$ cat src/rtl/ti_link_packet_responder.sv
// TI link packet responder: parses received link packets, streams the payload,
// verifies the checksum and queues a 4-byte ACK or checksum-error reply.
module ti_link_packet_responder #(
    parameter int unsigned c_TIMEOUT = 20000,
    parameter logic [7:0]  c_MID     = 8'h23
) (
    input  logic        i_clock,
    input  logic        i_reset_n,
    input  logic [7:0]  i_rxdata,
    input  logic        i_rxavail,
    output logic        o_rxread,
    output logic [7:0]  o_txdata,
    output logic        o_txenable,
    input  logic        i_txbusy,
    output logic [7:0]  o_cid,
    output logic [15:0] o_len,
    output logic [7:0]  o_payload,
    output logic        o_payload_valid,
    output logic        o_pkt_ok,
    output logic        o_pkt_err,
    output logic        o_timeout
);

    typedef enum logic [3:0] {
        S_IDLE, S_CID, S_LENL, S_LENH, S_DATA,
        S_CSL, S_CSH, S_DONE, S_REPLY
    } state_t;

    localparam int TW = $clog2(c_TIMEOUT + 1);
    localparam logic [TW-1:0] TLAST = TW'(c_TIMEOUT - 1);

    state_t        state_q, state_d;
    logic          rxread_q, rxread_d;
    logic [7:0]    cid_q, cid_d;
    logic [15:0]   len_q, len_d;
    logic [15:0]   cnt_q, cnt_d;
    logic [15:0]   sum_q, sum_d;
    logic [7:0]    csl_q, csl_d;
    logic [TW-1:0] tcnt_q, tcnt_d;
    logic [7:0]    pay_q, pay_d;
    logic          payv_q, payv_d;
    logic          ok_q, ok_d;
    logic          err_q, err_d;
    logic          to_q, to_d;
    logic [7:0]    rcid_q, rcid_d;
    logic [1:0]    tidx_q, tidx_d;
    logic [7:0]    txd_q, txd_d;
    logic          txen_q, txen_d;

    logic       take;
    logic       data_cid;
    logic [7:0] reply_byte;

    assign data_cid = (cid_q == 8'h06) || (cid_q == 8'h15) ||
                      (cid_q == 8'h36) || (cid_q == 8'h88) ||
                      (cid_q == 8'hA2) || (cid_q == 8'hC9);

    // A byte is consumed only when the parser can act on it this cycle.
    assign take = i_rxavail && !rxread_q &&
                  (state_q != S_DONE) && (state_q != S_REPLY);

    always_comb begin
        unique case (tidx_q)
            2'd0:    reply_byte = c_MID;
            2'd1:    reply_byte = rcid_q;
            default: reply_byte = 8'h00;
        endcase
    end

    always_comb begin
        state_d  = state_q;
        rxread_d = rxread_q;
        cid_d    = cid_q;
        len_d    = len_q;
        cnt_d    = cnt_q;
        sum_d    = sum_q;
        csl_d    = csl_q;
        tcnt_d   = tcnt_q;
        pay_d    = pay_q;
        payv_d   = 1'b0;
        ok_d     = 1'b0;
        err_d    = 1'b0;
        to_d     = 1'b0;
        rcid_d   = rcid_q;
        tidx_d   = tidx_q;
        txd_d    = txd_q;
        txen_d   = txen_q;

        if (rxread_q && !i_rxavail)
            rxread_d = 1'b0;
        if (take)
            rxread_d = 1'b1;

        unique case (state_q)
            S_IDLE: if (take) begin
                sum_d   = '0;
                cnt_d   = '0;
                state_d = S_CID;
            end
            S_CID: if (take) begin
                cid_d   = i_rxdata;
                state_d = S_LENL;
            end
            S_LENL: if (take) begin
                len_d[7:0] = i_rxdata;
                state_d    = S_LENH;
            end
            S_LENH: if (take) begin
                len_d[15:8] = i_rxdata;
                if (!data_cid)
                    state_d = S_DONE;
                else if ({i_rxdata, len_q[7:0]} != 16'd0)
                    state_d = S_DATA;
                else
                    state_d = S_CSL;
            end
            S_DATA: if (take) begin
                pay_d  = i_rxdata;
                payv_d = 1'b1;
                sum_d  = sum_q + {8'h00, i_rxdata};
                cnt_d  = cnt_q + 16'd1;
                if (cnt_q == len_q - 16'd1)
                    state_d = S_CSL;
            end
            S_CSL: if (take) begin
                csl_d   = i_rxdata;
                state_d = S_CSH;
            end
            S_CSH: if (take) begin
                if ({i_rxdata, csl_q} == sum_q) begin
                    ok_d   = 1'b1;
                    rcid_d = 8'h56;
                end else begin
                    err_d  = 1'b1;
                    rcid_d = 8'h5A;
                end
                tidx_d  = 2'd0;
                state_d = S_REPLY;
            end
            S_DONE: state_d = S_IDLE;
            S_REPLY: begin
                if (txen_q) begin
                    if (i_txbusy) begin
                        txen_d = 1'b0;
                        if (tidx_q == 2'd3)
                            state_d = S_IDLE;
                        else
                            tidx_d = tidx_q + 2'd1;
                    end
                end else if (!i_txbusy) begin
                    txen_d = 1'b1;
                    txd_d  = reply_byte;
                end
            end
            default: state_d = S_IDLE;
        endcase

        if (take) begin
            tcnt_d = '0;
        end else if (state_q == S_IDLE || state_q == S_REPLY ||
                     state_q == S_DONE) begin
            tcnt_d = '0;
        end else if (tcnt_q >= TLAST) begin
            to_d    = 1'b1;
            sum_d   = '0;
            tcnt_d  = '0;
            state_d = S_IDLE;
        end else begin
            tcnt_d = tcnt_q + TW'(1);
        end
    end

    always_ff @(posedge i_clock or negedge i_reset_n) begin
        if (!i_reset_n) begin
            state_q  <= S_IDLE;
            rxread_q <= 1'b0;
            cid_q    <= '0;
            len_q    <= '0;
            cnt_q    <= '0;
            sum_q    <= '0;
            csl_q    <= '0;
            tcnt_q   <= '0;
            pay_q    <= '0;
            payv_q   <= 1'b0;
            ok_q     <= 1'b0;
            err_q    <= 1'b0;
            to_q     <= 1'b0;
            rcid_q   <= '0;
            tidx_q   <= '0;
            txd_q    <= '0;
            txen_q   <= 1'b0;
        end else begin
            state_q  <= state_d;
            rxread_q <= rxread_d;
            cid_q    <= cid_d;
            len_q    <= len_d;
            cnt_q    <= cnt_d;
            sum_q    <= sum_d;
            csl_q    <= csl_d;
            tcnt_q   <= tcnt_d;
            pay_q    <= pay_d;
            payv_q   <= payv_d;
            ok_q     <= ok_d;
            err_q    <= err_d;
            to_q     <= to_d;
            rcid_q   <= rcid_d;
            tidx_q   <= tidx_d;
            txd_q    <= txd_d;
            txen_q   <= txen_d;
        end
    end

    assign o_rxread        = rxread_q;
    assign o_txdata        = txd_q;
    assign o_txenable      = txen_q;
    assign o_cid           = cid_q;
    assign o_len           = len_q;
    assign o_payload       = pay_q;
    assign o_payload_valid = payv_q;
    assign o_pkt_ok        = ok_q;
    assign o_pkt_err       = err_q;
    assign o_timeout       = to_q;

endmodule

$ cat config.mk
export PLATFORM = sky130hd
export DESIGN_NAME = ti_link_packet_responder
export DESIGN_NICKNAME = d
export VERILOG_FILES = /design/src/rtl/ti_link_packet_responder.sv
export SDC_FILE = /design/constraint.sdc
export NUM_CORES = 1
export LEC_CHECK = 0
export CAP_MARGIN = 0
export CORE_ASPECT_RATIO = 0.7
export CORE_UTILIZATION = 30
export DETAILED_ROUTE_END_ITERATION = 10
export PLACE_DENSITY = 0.56
export SETUP_SLACK_MARGIN = 0.1
export SYNTH_ARGS = -nofsm -noshare
export SYNTH_HDL_FRONTEND = slang
export SYNTH_SLANG_ARGS = --single-unit
$ cat constraint.sdc
create_clock -name i_clock -period 2.5 [get_ports i_clock]
set_input_delay 0.25 -clock i_clock [delete_from_list [all_inputs] [get_ports i_clock]]
set_output_delay 0.25 -clock i_clock [all_outputs]
set_load 0.05 [all_outputs]
==> results.cfg <==
[timing]
fmax_mhz = 417.4
setup_tns_ps = 0
slew_violations = 0
rsz0062_at_grt = true
slew_headroom = 0.6097
fin_skew_ps = 6.048
postLayoutSetupSlackWorst_ps = 104.2
hold_violations = 0
finalCriticalPeriod_ps = 2396
fin_crit_sh = 0.9583
worstMarginPinSlew_ps = 585.5
setup_violations = 0

[worst_setup_path]
path_buf_inv = 2
cp.arrival_ps = 2630
cpMaxStageDelayCell = or4_4
cpPeakStageDelay_ps = 540
path_cells = or4_4, or4_4, o21ai_4, buf_4, buf_4, a311oi_2, o2111ai_1, a21oi_1
crit_type = reg -> reg
startpoint_type = flip-flop
crit_family = simple AND/OR/NAND/NOR gates
crit_path_max_fanout = 2
required_ps = 2730
endpoint_kind = flip-flop

[die]
die_h_um = 118.4
start_util = 0.3071
dieArea_mm2 = 0.01993
rows = 42
fp.dieW_um = 168.3
core_region_area_mm2 = 0.01892
io_pins = 58

[clock_tree]
root_buffer = clkbuf_16
cts_htree_levels = 3
cts_tree = done
clockBufferDepth = 2
path_clk_slew_ps = 70
cts_made_buffers = 9
clock-sinks = 107
worstSkewPairLatency_ps = 350

[synthesis]
synthMuxAreaShare = 0.07646
yosys_warnings = 0
synth_top_family_by_area = simple AND/OR/NAND/NOR gates
synth-simple-area-share = 0.1925
syn_avg_cell_area_um2 = 9.764
synth_xor_area_frac = 0.07840
yosysSeqAreaShare = 0.4609
synth_fp_nets = 622
synth_compound_gate_area_share = 0.1256
netlist.area_leader.share = 0.4609
ys_types = 61
yosysTopAreaCell = dfrtp_1
syn_inst = 595
ys_async_sr_fraction = 1.000
synth.top_cells.by_area = dfrtp_1, mux2_2, xnor2_1, nand2_1, nor2_1
synth_edf_count = 0
synth_flop_cell = dfrtp_1
synth_fa_ha_area_frac = 0.03360
netlist_area_mm2 = 0.005809
synth_seq_cells = 107

[route]
remaining_drc_errors = 1
wl_um = 15420
routedWlPerCell_um = 16.42
via_count = 4861
antenna_left = 0
dr.pass1.iters = 8
viasPerCell = 5.177
drt-initial-drc-count = 264

[cells_and_area]
drive_gt1_frac = 0.1908
layout_commonest_cell = dfrtp_1
layout_common_cells = dfrtp_1, nand2_1, clkdlybuf4s50_1, buf_4, nor2_1
final_core_util = 0.3913
antenna_cells = 0
layout.cells.non_filler = 939
multiInputGateArea_mm2 = 0.003040
syn2layout_area_growth_pct = 27.44
fill_cells = 1850
nNetsFinal = 719
register_area_mm2 = 0.002684

[placement]
dp_slack_ps = -319.5
gp_congestion = 0.8124
hpwl_um = 11080
portBuffers = 56
placedCellCount = 914

[global_route]
grt_overflow_total = 0
grt.total_usage = 0.1624
grt_start_max_net_pins = 43
antenna_found_initial = 0
grt_pass1_wl_um = 25280
grt_pass1_vias = 4861

[run]
max_cap_viol_count = 0

[power]
power_density_mw_per_mm2 = 1099
leakagePower_nw = 3.190
ir_worst_vdd_v = 0.0005971

[hold_path]
hold_path.class = in -> reg

[run_status]
violations = DRC
status = finished, violations left
## Yosys cell counts (2+ instances only)
library cell / number
and3b_1: 2
nand3_1: 19
nor4_1: 7
o41ai_1: 5
o22ai_1: 4
a221oi_1: 3
a21oi_1: 20
clkbuf_1: 19
ha_1: 14
inv_1: 18
or4_1: 3
a22o_1: 3
nor3_1: 21
nand4_1: 14
xnor2_1: 34
o21bai_1: 3
o21a_1: 2
xor2_1: 18
or3_1: 8
o21ai_0: 33
mux2i_1: 5
and3_1: 7
nand2_1: 68
mux2_2: 34
nor2b_1: 11
nor2_1: 47
nor3b_1: 2
a211oi_1: 2
or4_4: 2
nand2b_1: 5
dfrtp_1: 107
buf_1: 2
or2_2: 2
a22oi_1: 8
o211ai_1: 8
buf_4: 3
a21o_1: 6
o31ai_1: 3
## cells by family (layout without fill, tap and decap cells)
group,count (synthesis),after routing
other,1,1
AOI/OAI and AO/OA,112,112
buffers and inverters,44,146
and+or+nand+nor,224,224
adders and majority gates,15,15
muxes,40,40
DFF,107,107
xor gates and xnor gates,52,52
## stage by stage
step | hold WS [ps] | power [mW] | area, µm²
floorplan | -45.59 | 5.214 | 5839
global placement | 282.1 | 6.421 | 6949
detailed placement | 299.2 | 6.545 | 6949
CTS | 465.5 | 8.044 | 7303
global route | 405.5 | 8.631 | 7403
finish | 375.7 | 8.134 | 7403
## area by class of cell
cell class,count,share of cell area
clock buffer,13,0.03650
clock inverter,3,0.003042
inverter,18,0.009126
multi-input combinational,444,0.4107
sequential,107,0.3625
tap,242,0.04090
timing repair buffer,112,0.1372
## final timing paths
| path | from | to | slack [ps] | depth (start not counted) |
|---|---|---|---|---|
| min in group asynchronous | i_reset_n | csl_q[6] | 440 | 2 |
| hold reg to reg | o_payload[3] | o_payload[3] | 480 | 2 |
| hold / removal | i_rxdata[0] | o_payload[0] | 380 | 4 |
| max in group asynchronous | i_reset_n | state_q[3] | 1200 | 3 |
| setup reg to reg | o_len[4] | state_q[0] | 100 | 8 |
| setup / recovery | o_len[4] | state_q[0] | 100 | 8 |
## worst register-to-register path, delay by kind of cell, from the launching register on
kind | cells | cell delay, ps
DFF | 1 | 410
buffers and inverters | 2 | 220
and+or+nand+nor | 2 | 1060
AOI/OAI and AO/OA | 4 | 580
## registers in the layout (all words and copies together), names as in the netlist
register,flops
o_payload_valid,1
sum_q,16
o_payload,8
o_pkt_ok,1
tidx_q,2
o_len,16
o_txenable,1
tcnt_q,15
rcid_q,3
o_rxread,1
o_pkt_err,1
csl_q,8
o_timeout,1
cnt_q,16
state_q,4
o_txdata,5
o_cid,8
## layer usage
metal / vias to the layer above / part of all wire / GRT usage
li1: 2303 / - / -
met1: 2434 / 0.48 / 0.2207
met2: 108 / 0.47 / 0.2648
met3: 16 / 0.039 / 0.02847
met4: 0 / 0.013 / 0.04602
met5: - / 0 / 0
## power by group
group          internal, mW  switching (mW)  total, mW  leakage [nW]
clock                 0.761           0.650       1.41         0.146
sequential             2.17           0.513       2.69          1.40
combinational          1.71            2.32       4.04          1.64
## what timing repair did
action | CTS | global route
endpoints found under the hold margin | 40 | 0
pin swaps | 8 | 12
hold buffers | 1 | 0
setup endpoints to repair | 4 | 5
resized for setup | 5 | 18
setup buffers | 4 | 4
Power figures use the tool's default switching activity.
